$ cat src/rtl/instr_fetch.sv
// RV32I fetch stage: owns the pc, issues one instruction-memory read at a time, and hands
// the registered word to decode over valid/ready. Optional FETCH_COUNT_EN adds a handshake counter.
module instr_fetch #(
  parameter logic [31:0] RESET_PC = 32'h0000_0000,
  parameter int          PC_STEP  = 4
) (
  input  logic        clk,
  input  logic        rst_n,
  output logic        imem_req,
  output logic [31:0] imem_addr,
  input  logic        imem_rvalid,
  input  logic [31:0] imem_rdata,
  input  logic        redirect_valid,
  input  logic [31:0] redirect_pc,
  output logic        instr_valid,
  input  logic        instr_ready,
  output logic [31:0] instr,
  output logic [31:0] instr_pc,
`ifdef FETCH_COUNT_EN
  output logic [31:0] fetch_count,
`endif
  output logic [6:0]  opcode
);

  typedef enum logic [2:0] {IDLE, REQ, WAIT, HOLD, DRAIN} state_t;

  localparam logic [31:0] STEP = 32'(PC_STEP);
  localparam logic [31:0] NOP  = 32'h0000_0013;

  state_t      state, state_nxt;
  logic [31:0] pc, pc_nxt, instr_nxt, instr_pc_nxt;
  logic        valid_nxt;
  logic        hshake;

  assign hshake    = instr_valid && instr_ready;
  assign imem_req  = (state == REQ);
  assign imem_addr = pc;
  assign opcode    = instr[6:0];

  always_comb begin
    state_nxt    = state;
    pc_nxt       = pc;
    instr_nxt    = instr;
    instr_pc_nxt = instr_pc;
    valid_nxt    = instr_valid;
    case (state)
      IDLE:  state_nxt = REQ;
      REQ:   state_nxt = WAIT;
      WAIT:  if (imem_rvalid) begin
               instr_nxt    = imem_rdata;
               instr_pc_nxt = pc;
               valid_nxt    = 1'b1;
               state_nxt    = HOLD;
             end
      HOLD:  if (hshake) begin
               valid_nxt = 1'b0;
               pc_nxt    = pc + STEP;
               state_nxt = REQ;
             end
      DRAIN: if (imem_rvalid) state_nxt = REQ;
      default: state_nxt = IDLE;
    endcase
    // A redirect overrides everything; a response still in flight must be drained first.
    if (redirect_valid) begin
      pc_nxt       = redirect_pc & ~32'h3;
      valid_nxt    = 1'b0;
      instr_nxt    = instr;
      instr_pc_nxt = instr_pc;
      case (state)
        REQ:         state_nxt = DRAIN;
        WAIT, DRAIN: state_nxt = imem_rvalid ? REQ : DRAIN;
        default:     state_nxt = REQ;
      endcase
    end
  end

  always_ff @(posedge clk or negedge rst_n) begin
    if (!rst_n) begin
      state       <= IDLE;
      pc          <= RESET_PC;
      instr       <= NOP;
      instr_pc    <= 32'h0;
      instr_valid <= 1'b0;
    end else begin
      state       <= state_nxt;
      pc          <= pc_nxt;
      instr       <= instr_nxt;
      instr_pc    <= instr_pc_nxt;
      instr_valid <= valid_nxt;
    end
  end

`ifdef FETCH_COUNT_EN
  always_ff @(posedge clk or negedge rst_n) begin
    if (!rst_n)      fetch_count <= 32'h0;
    else if (hshake) fetch_count <= fetch_count + 32'h1;
  end
`endif

endmodule

$ cat config.mk
export PLATFORM = sky130hd
export DESIGN_NAME = instr_fetch
export DESIGN_NICKNAME = d
export VERILOG_FILES = /design/src/rtl/instr_fetch.sv
export SDC_FILE = /design/constraint.sdc
export NUM_CORES = 1
export LEC_CHECK = 0
export ABC_AREA = 0
export BUFFER_PORTS_ARGS = -buffer_cell sky130_fd_sc_hd__buf_2
export CORE_MARGIN = 5
export CORE_UTILIZATION = 49
export DETAILED_ROUTE_END_ITERATION = 12
export PLACE_DENSITY = 0.8
export SETUP_SLACK_MARGIN = 0.05
export SKIP_LAST_GASP = 1
export SYNTH_ARGS = -nofsm -noshare
export SYNTH_HDL_FRONTEND = slang
export SYNTH_SLANG_ARGS = --single-unit
$ cat constraint.sdc
create_clock -name clk -period 2.3 [get_ports clk]
set_input_delay 0.115 -clock clk [delete_from_list [all_inputs] [get_ports clk]]
set_output_delay 0.115 -clock clk [all_outputs]
set_load 0.02 [all_outputs]
== Word-level counts from Yosys, hierarchy flattened ==
Index checks and enable logic that the tools add are counted.
Word-level totals
  register bits: 100
  bits of input ports: 69
Operators by class
  eq/ne operators: 7
  muxes and demuxes: 14
  bitwise logic cells: 1
  reductions and logical operators: 10
  $add $sub $neg: 1
Operators by type and width (number)
  32-bit 2-to-1 mux: 3
  32-bit by 3-bit adder with 32-bit output, second input constant: 1
  3-bit 2-to-1 mux: 5
  3-bit one-hot mux with 5 select lines: 1
  3-bit != test, second input constant: 3
  3-bit AND reduction: 3
  3-bit by 2-bit == test with 1-bit output, second input constant: 2
  3-bit one-hot mux with 2 select lines: 1
  2-bit nonzero test: 2
  3-bit by 1-bit == test with 1-bit output, second input constant: 1
  3-bit == test, second input constant: 1
  3-bit logical NOT: 1
  1-bit 2-to-1 mux: 3
  3-bit nonzero test: 1
  1-bit one-hot mux with 2 select lines: 1
  2-bit AND reduction: 1
  2-bit OR reduction: 1
  1-bit logical AND: 1
  1-bit inverter: 1

== Longest topological paths before layout ==
Gate-level depths: netlist (run 1).
  depth after elaboration: 4
  depth in mapped cells: 7
  depth with buffers taken out: 5

== Least setup slack after synthesis (run 1) ==
Ideal clock, no wire load.
  kind: reg2reg
  from: reg pc[2], in the netlist imem_addr[2]
  to: reg pc[26], in the netlist imem_addr[26]
  data arrival time: 2.131 ns
  stages on the path, launching flop included: 7
  path buffers: 1
  required time: 2.218 ns
  slack: 0.087 ns
  clock period less this slack: 2.213 ns
  cells stage by stage: dfrtp_1 -> ha_1 -> nand3b_4 -> or4_4 -> buf_6 -> or4_1 -> a31oi_1
On the way
  longest elaborated chain between the ends: 4
Ends and longest elaborated chain
  start, declared: RTL line 31  | logic [31:0] pc, pc_nxt, instr_nxt, instr_pc_nxt;
  start signal, assigned: RTL line 86  | pc <= pc_nxt;
  32-bit by 3-bit adder with 32-bit output: RTL line 57  | pc_nxt = pc + STEP;
  32-bit 2-to-1 mux: RTL line 55  | HOLD: if (hshake) begin
  32-bit 2-to-1 mux: RTL line 46  | case (state)
  32-bit 2-to-1 mux: RTL line 64  | if (redirect_valid) begin
No other way between the ends. The select of a mux whose other input is x is not followed.
A chain may end at the register's enable or synchronous reset.

== Worst setup path in the final report (run 1) ==
  from: reg pc[24], in the netlist imem_addr[24]
  to: reg pc[31], in the netlist imem_addr[31]
Same word-level chain as after synthesis.

==> metrics.log, run 1 <==
INFO  metric run_status = complete, no violations
INFO  metric cts.root.buffer_cell = clkbuf_8
INFO  metric die_area = roughly 11000 um^2
INFO  metric htree_levels = 3
INFO  metric period_minus_slack = between 2 and 2.5 ns
INFO  metric grt_start_max_net_pins = 67
INFO  metric grt_antenna_before_repair = 0
INFO  metric dpl_hpwl = approximately 8.1 mm
INFO  metric rows = 34
INFO  metric peakVddDrop = approximately 0.51 mV
INFO  metric rsz_0062_raised_after_global_routing = no
INFO  metric synth.yosys.warnings = 0
INFO  metric netlist.area_leader.share = between 50% and 60%
INFO  metric hold_class = in2reg
INFO  metric numPlacedInstances = between 600 and 700
INFO  metric critical_path.max_fanout = 8
INFO  metric cp_common_cell = or4_1
INFO  metric critPathTopFamily = simple AND/OR/NAND/NOR gates
INFO  metric ios = around 170
INFO  metric power.clock.fraction = about a fifth
INFO  metric p_sw = roughly 2500 uW
INFO  metric setup.worst_path.class = reg2reg
INFO  metric cts_buffers = 9
INFO  metric crit_path_largest_cell_delay = 0.62 ns
INFO  metric finish.net_count = between 600 and 700
INFO  metric clock_tree_from_tritoncts = built
INFO  metric clock_latency = roughly 0.36 ns
INFO  metric syn_std_cell_area = between 4000 and 5000 um^2
INFO  metric total_leakage_power = a little under 0.003 uW
INFO  metric critPathSlowestCell = or4_1
INFO  metric drc = 0
INFO  metric synth-async-reset-ratio = 100%
INFO  metric drtIter0Drc = between 100 and 150
INFO  metric critPathLaunchType = flip-flop
INFO  metric synth.cells.most_frequent = dfrtp_1, mux2_2, nand2_1, nor2_1
INFO  metric aggregate_global_route_resource_usage = ~22%
INFO  metric wl_per_cell = 17.1 um
INFO  metric vias_in_the_first_global_route = just under 4000
INFO  metric setup_total_negative_slack = 0 ns
INFO  metric share_of_total_power_in_combinational_logic = roughly two fifths
INFO  metric ctsLongestPathBuffers = 2
INFO  metric cap_violations = 0
INFO  metric finish.cell_count_without_fillers = roughly 720
INFO  metric core_area = between 8000 and 9000 um^2
INFO  metric drive_above_1_share = 43.7%
INFO  metric arrival = about 2.4 ns
INFO  metric detail-route-antenna-nets = 0
INFO  metric grt_pass1_wl = slightly above 20 mm
INFO  metric required = about 2.6 ns
INFO  metric finalMaxSlewViolations = 0
INFO  metric final_worst_path_cycle_share = about nine tenths
INFO  metric post_route_skew = around 0.020 ns
INFO  metric gp_routability_congestion = slightly above 0.8
INFO  metric seq_area_frac_synth = 54.1%
INFO  metric vias_per_cell = between 5 and 6
INFO  metric synth_edf_count = 0
INFO  metric floorplan.initialDensity = 50.7%
INFO  metric sum_of_buffers_and_inverters_on_the_critical_path = 0
INFO  metric worst_max_slew_pin_slew = around 0.57 ns
INFO  metric max-slew-margin-rel = 62.0%
INFO  metric synth.area.top_cells = dfrtp_1, mux2_2, or4_1
INFO  metric clkTransAtPathRegs = 0.11 ns
INFO  metric dieHeight = 105 um
INFO  metric die_width = between 100 and 150 um
INFO  metric synth_seq_cells = 96
INFO  metric syn_area_per_cell = around 11 um^2
INFO  metric synth_cell_type_count = 42
INFO  metric clock-sinks = 96
INFO  metric area_growth = 37.9%
INFO  metric yosysMostFrequentCell = dfrtp_1
INFO  metric ys.flop_type = dfrtp_1
INFO  metric vias = a little under 4000
INFO  metric power.share.switching = 37.6%
INFO  metric power-per-cell-area = 1090 nW/um^2
INFO  metric timing.fmax = around 470 MHz
INFO  metric firstDrtPassIters = 5
INFO  metric pwr-share-seq = about 40%
INFO  metric globalRouteOverflowTotal = 0
INFO  metric fillCellCount = between 600 and 700
INFO  metric critical_path.endpoint_type = flip-flop
INFO  metric synth.largest_area_cell = dfrtp_1
INFO  metric antenna_cells = 0
INFO  metric timing.final.hold_violations = 0
INFO  metric syn-instance-count = approximately 400
INFO  metric total_of_endpoints_with_negative_setup_slack_in_the_final_report = 0
INFO  metric drt_wl_total = 12.3 mm
INFO  metric crit_path_cells = nand4_1, or4_1, or4_1, a31oi_1
INFO  metric port_buffers = 167
INFO  metric power.internal = about 4200 uW
## final timing paths
check	start	endpoint	slack, ns	depth (start not counted)
max	imem_addr[24]	imem_addr[31]	0.19	4
min	redirect_pc[27]	imem_addr[27]	0.003	3
max reg2reg	imem_addr[24]	imem_addr[31]	0.19	4
min reg2reg	instr_pc[17]	instr_pc[17]	0.50	2
max in group asynchronous	rst_n	instr_pc[8]	1.42	3
min in group asynchronous	rst_n	instr_pc[26]	0.19	2
## power groups by stage
stage               clock network [uW]  logic (uW)  registers [uW]
finish                            1340        2650            2660
global route                      1430        2840            2750
CTS                               1360        2660            2650
detailed placement                   0        2590            2690
global placement                     0        2550            2640
floorplan                            0         996            3390
## flip-flops by register name, indices dropped and copies added (netlist names)
| register | count |
|---|---|
| state | 3 |
| instr_valid | 1 |
| instr_pc | 30 |
| instr | 32 |
| imem_addr | 30 |
## worst register-to-register path, delay by kind of cell, from the launching register on
kind / cells / cell delay (ns)
flip-flops: 1 / 0.48
AO/OA/AOI/OAI: 1 / 0.21
AND/OR/NAND/NOR: 3 / 1.33
## placed cells by master, fill, tap and decap left out, types with 2 or more instances in the layout
master,n
buf_12,2
conb_1,4
o31ai_1,13
nor3_1,6
nand2_1,31
bufinv_16,3
nor2b_1,3
nand3_1,10
o211ai_1,2
xnor2_1,7
nand2b_1,2
nand4_1,9
dfstp_2,3
nor4_1,5
mux2_2,58
or3_1,5
buf_2,166
o31a_1,2
a21oi_1,4
nor2_1,25
mux2i_1,2
dlygate4sd3_1,48
or4_4,2
and3_1,3
a31oi_1,17
buf_4,13
inv_1,5
or4_1,18
o21ai_0,19
dfrtp_1,93
clkbuf_8,10
## through the flow
stage | total power [uW] | util (%) | setup slack (ns) | hold WS [ns] | cell area (um^2)
3_5_place_dp | 5280 | 61.5 | 0.196 | 0.0494 | 5390
6_report | 6650 | 69.9 | 0.190 | 0.00310 | 6130
3_3_place_gp | 5190 | 61.5 | 0.253 | 0.0419 | 5390
5_1_grt | 7020 | 69.9 | 0.0937 | 0.00794 | 6130
4_1_cts | 6680 | 69.7 | 0.177 | 0.00105 | 6100
2_1_floorplan | 4390 | - | 0.0867 | -0.181 | 4460
## metal layers
metal / global-route usage [%] / wire length [um]
met4: 9.41 / 397
met1: 28.0 / 4740
met2: 37.3 / 6360
met3: 4.28 / 760
met5: 0 / 0
## kinds of logic (layout without fill, tap and decap cells)
| group | after synthesis | after routing | share of synthesized area (%) |
|---|---|---|---|
| multiplexers | 60 | 60 | 15.1 |
| AND/OR/NAND/NOR | 126 | 127 | 15.5 |
| buffers and inverters | 37 | 250 | 4.53 |
| XOR/XNOR | 8 | 8 | 1.58 |
| AO/OA/AOI/OAI | 61 | 61 | 8.78 |
| flip-flops | 96 | 96 | 54.1 |
| other | 1 | 4 | 0.0844 |
| adder cells (fa/ha/maj) | 1 | 1 | 0.281 |
## layout make-up
type | instances | area (um^2) | area share, %
Timing Repair Buffer | 229 | 1450 | 23.6
Clock buffer | 10 | 138 | 2.25
Multi-Input combinational cell | 261 | 1870 | 30.6
Clock inverter | 5 | 104 | 1.69
Tap cell | 108 | 135 | 2.21
Sequential cell | 96 | 2410 | 39.3
Inverter | 6 | 22.5 | 0.368
## timing repair
action                     CTS  global route
buffers inserted             0             0
setup endpoints to repair    0             4
hold endpoints to repair    70             1
hold buffers                47             1
gates resized for setup      0             1
Note: power is estimated with default switching activity, not from simulation.
==> run 2: changes to the inputs <==
- ABC_AREA: 0 -> 1
- CORE_UTILIZATION: 49 -> 50
- HOLD_SLACK_MARGIN: default -> 0.15
- SETUP_SLACK_MARGIN: 0.05 -> default
==> run 2 against run 1 <==
Against the previous run: clock power decreased by 14%; setup slack improved by 0.32 ns; register-to-register slack improved by 0.32 ns; sequential share of layout area decreased by 3.5 points; synthesized cell count increased by 55%; flip-flop and latch count unchanged; fmax increased by 18%; worst hold slack improved by 0.21 ns; global-route usage increased by 2.5 points; critical path type unchanged.
==> metrics.log, run 2 <==
INFO  metric drt_wl_total = 14.8 mm (was 12.3 mm)
INFO  metric synth.area.top_cells = dfrtp_1, nand2_1, mux2_4 (was dfrtp_1, mux2_2, or4_1)
INFO  metric timing.rr.end = imem_addr[26] (was imem_addr[31])
INFO  metric vias = 4849 (was 3935)
INFO  metric synth-async-reset-ratio = 100% (unchanged)
INFO  metric seq_area_frac_synth = 48.3% (was 54.1%)
INFO  metric total_of_endpoints_with_negative_setup_slack_in_the_final_report = 0 (unchanged)
INFO  metric wl_per_cell = 15.4 um (was 17.1 um)
INFO  metric finalMaxSlewViolations = 0 (unchanged)
INFO  metric dpl_hpwl = 10.3 mm (was 8.14 mm)
INFO  metric layout_common_cells = nand2_1, buf_2, dfrtp_1, nor2_1, dlygate4sd3_1 (was buf_2, dfrtp_1, mux2_2, dlygate4sd3_1, nand2_1)
INFO  metric whs_endpoint = instr_valid (was imem_addr[27])
INFO  metric crit-reg2reg-launch = imem_addr[3] (was imem_addr[24])
INFO  metric max-slew-margin-rel = 58.5% (was 62.0%)
INFO  metric vias_per_cell = 5.04 (was 5.50)
INFO  metric area_growth = 35.1% (was 37.9%)
INFO  metric synth_edf_count = 0 (unchanged)
INFO  metric cts_resized = 0 (unchanged)
INFO  metric hold_class = in2reg (unchanged)
INFO  metric timing.hold.worst.start = redirect_valid (was redirect_pc[27])
INFO  metric required = 2.57 ns (about the same)
INFO  metric dieHeight = 110 um (was 105 um)
INFO  metric crit_path_cells = ha_1, nand2_1, nor2_2, nand2_1, nor2_1, nand2_1, nand2_1, nand3_1, nand2_1, nand2_1 (was nand4_1, or4_1, or4_1, a31oi_1)
INFO  metric clkTransAtPathRegs = 0.10 ns (was 0.11 ns)
INFO  metric synth.cells.most_frequent = nand2_1, dfrtp_1, nor2_1, o21ai_0, inv_1 (was dfrtp_1, mux2_2, nand2_1, nor2_1)
INFO  metric gp_routability_congestion = 0.918 (was 0.821)
INFO  metric critical_path.max_fanout = 5 (was 8)
INFO  metric mostFrequentLayoutCell = nand2_1 (was buf_2)
INFO  metric holdPathStages = 4 (was 3)
INFO  metric synth.largest_area_cell = dfrtp_1 (unchanged)
INFO  metric globalRouteOverflowTotal = 0 (unchanged)
INFO  metric finish.net_count = 894 (was 673)
INFO  metric aggregate_global_route_resource_usage = 24.7% (was 22.2%)
INFO  metric synth.yosys.warnings = 0 (unchanged)
INFO  metric yosysMostFrequentCell = nand2_1 (was dfrtp_1)
INFO  metric grt_antenna_before_repair = 0 (unchanged)
INFO  metric peakVddDrop = 0.512 mV (was 0.514 mV)
INFO  metric firstDrtPassIters = 5 (unchanged)
INFO  metric die_area = 12100 um^2 (was 11100 um^2)
INFO  metric postCtsSetupBuffers = 0 (unchanged)
INFO  metric detail-route-antenna-nets = 0 (unchanged)
INFO  metric synth_cell_type_count = 31 (was 42)
INFO  metric critPathSlowestCell = dfrtp_1 (was or4_1)
INFO  metric critical_path.endpoint_type = flip-flop (unchanged)
INFO  metric sum_of_buffers_and_inverters_on_the_critical_path = 0 (unchanged)
INFO  metric rr_worst_depth = 10 (was 4)
INFO  metric core_area = 9730 um^2 (was 8760 um^2)
INFO  metric arrival = 2.06 ns (was 2.38 ns)
INFO  metric syn_area_per_cell = 8.22 um^2 (was 11.4 um^2)
INFO  metric finish.cell_count_without_fillers = 962 (was 715)
INFO  metric grt_start_max_net_pins = 62 (was 67)
INFO  metric grt_pass1_wl = 23.0 mm (was 20.1 mm)
INFO  metric worst_max_slew_pin_slew = 0.622 ns (was 0.566 ns)
INFO  metric drive_above_1_share = 28.3% (was 43.7%)
INFO  metric final_worst_path_cycle_share = 77.8% (was 91.7%)
INFO  metric total_leakage_power = 0.00359 uW (was 0.00289 uW)
INFO  metric drtIter0Drc = 448 (was 149)
INFO  metric syn-instance-count = 606 (was 390)
INFO  metric max_flop_register = instr (unchanged)
INFO  metric run_status = complete, no violations (unchanged)
INFO  metric cts_buffers = 9 (unchanged)
INFO  metric timing.fmax = 559 MHz (was 474 MHz)
INFO  metric period_minus_slack = 1.79 ns (was 2.11 ns)
INFO  metric antenna_cells = 0 (unchanged)
INFO  metric syn_std_cell_area = 4980 um^2 (was 4440 um^2)
INFO  metric rows = 36 (was 34)
INFO  metric ios = 174 (unchanged)
INFO  metric vias_in_the_first_global_route = 4641 (was 3975)
INFO  metric clock_tree_from_tritoncts = built (unchanged)
INFO  metric floorplan.initialDensity = 51.2% (was 50.7%)
INFO  metric synth_seq_cells = 96 (unchanged)
INFO  metric drc = 0 (unchanged)
INFO  metric rsz_0062_raised_after_global_routing = no (unchanged)
INFO  metric clock_latency = 0.37 ns (was 0.36 ns)
INFO  metric numPlacedInstances = 881 (was 651)
INFO  metric critPathLaunchType = flip-flop (unchanged)
INFO  metric htree_levels = 3 (unchanged)
INFO  metric cap_violations = 0 (unchanged)
INFO  metric cp_common_cell = nand2_1 (was or4_1)
INFO  metric crit_path_largest_cell_delay = 0.42 ns (was 0.62 ns)
INFO  metric cts.root.buffer_cell = clkbuf_8 (unchanged)
INFO  metric count_of_hold_fix_buffers_inserted_at_cts = 65 (was 47)
INFO  metric critPathTopFamily = simple AND/OR/NAND/NOR gates (unchanged)
INFO  metric post_route_skew = 0.00903 ns (was 0.0198 ns)
INFO  metric power-per-cell-area = 1170 nW/um^2 (was 1090 nW/um^2)
INFO  metric ctsLongestPathBuffers = 2 (unchanged)
INFO  metric clock-sinks = 96 (unchanged)
INFO  metric timing.final.hold_violations = 0 (unchanged)
INFO  metric netlist.area_leader.share = 46.7% (was 52.4%)
INFO  metric setup_total_negative_slack = 0 ns (unchanged)
INFO  metric ys.flop_type = dfrtp_1 (unchanged)
INFO  metric port_buffers = 167 (unchanged)
INFO  metric setup.worst_path.class = reg2reg (unchanged)
INFO  metric die_width = 110 um (was 105 um)
INFO  metric setup_slack_on_the_worst_flop_to_flop_path = 0.51 ns (was 0.19 ns)
INFO  metric largest_register_ff_count = 32 (unchanged)
-- run 2: cell count changes in the layout (fill, tap and decap cells not counted), moves of 13 or more --
| cell | change |
|---|---|
| o21ai_0 | +37 |
| mux2_2 | -56 |
| nor2_1 | +52 |
| mux2_4 | +31 |
| nand3_1 | +23 |
| a21oi_1 | +13 |
| dlygate4sd3_1 | +17 |
| a31oi_1 | -15 |
| inv_1 | +46 |
| o31ai_1 | -13 |
| or4_1 | -18 |
| nand2_1 | +150 |
-- run 2: layout make-up --
| type | instances | area, um^2 |
|---|---|---|
| fill | 804 | 3000 |
| sequential | 96 | 2410 |
| multi-input combinational | 424 | 2170 |
| timing repair buffer | 239 | 1580 |
| inverter | 54 | 203 |
| tap | 133 | 166 |
| clock buffer | 9 | 124 |
| clock inverter | 7 | 77.6 |
-- run 2: how the worst max path moves through the flow --
stage                            start             to  cells after the start
after detailed placement  imem_addr[3]  imem_addr[26]                     10
after floorplan           imem_addr[3]  imem_addr[22]                     10
after global placement    imem_addr[3]  imem_addr[26]                     10
after CTS                 imem_addr[3]  imem_addr[26]                     10
final                     imem_addr[3]  imem_addr[26]                     10
after global routing      imem_addr[3]  imem_addr[26]                     10
-- run 2: per-stage QoR --
step           setup WS, ns  area (um^2)  utilization (%)  hold slack [ns]  total power (uW)
2_1_floorplan         0.638         4990                -           -0.181              5320
3_3_place_gp          0.579         5870             60.4           0.0808              6510
3_5_place_dp          0.529         5870             60.4           0.0897              6610
4_1_cts               0.518         6730             69.1            0.199              7850
5_1_grt               0.280         6730             69.1            0.225              8360
6_report              0.510         6730             69.1            0.211              7850
-- run 2: cell families after synthesis --
family,after synthesis,share of synthesized area [%]
AO/OA/AOI/OAI,82,8.60
adder cells (fa/ha/maj),1,0.251
buffers and inverters,89,8.44
flip-flops,96,48.3
multiplexers,33,9.80
other,1,0.0753
AND/OR/NAND/NOR,304,24.5
-- run 2: worst register-to-register path, stage by stage, from the launching register on --
cell	delay [ns]
dfrtp_1	0.42
ha_1	0.21
nand2_1	0.09
nor2_2	0.20
nand2_1	0.15
nor2_1	0.29
nand2_1	0.08
nand2_1	0.07
nand3_1	0.06
nand2_1	0.07
nand2_1	0.05
-- run 2: power breakdown --
group          switching [uW]  leakage, uW  internal, uW
Sequential                615      0.00119          2400
Combinational            2310      0.00230          1370
Clock                     640     0.000100           513
-- run 2: routing by layer --
metal | GRT usage [%] | share of wire (%)
met5 | 0 | 0
met2 | 41.6 | 47
met1 | 31.8 | 42
met4 | 8.19 | 1.6
met3 | 4.93 | 8.5
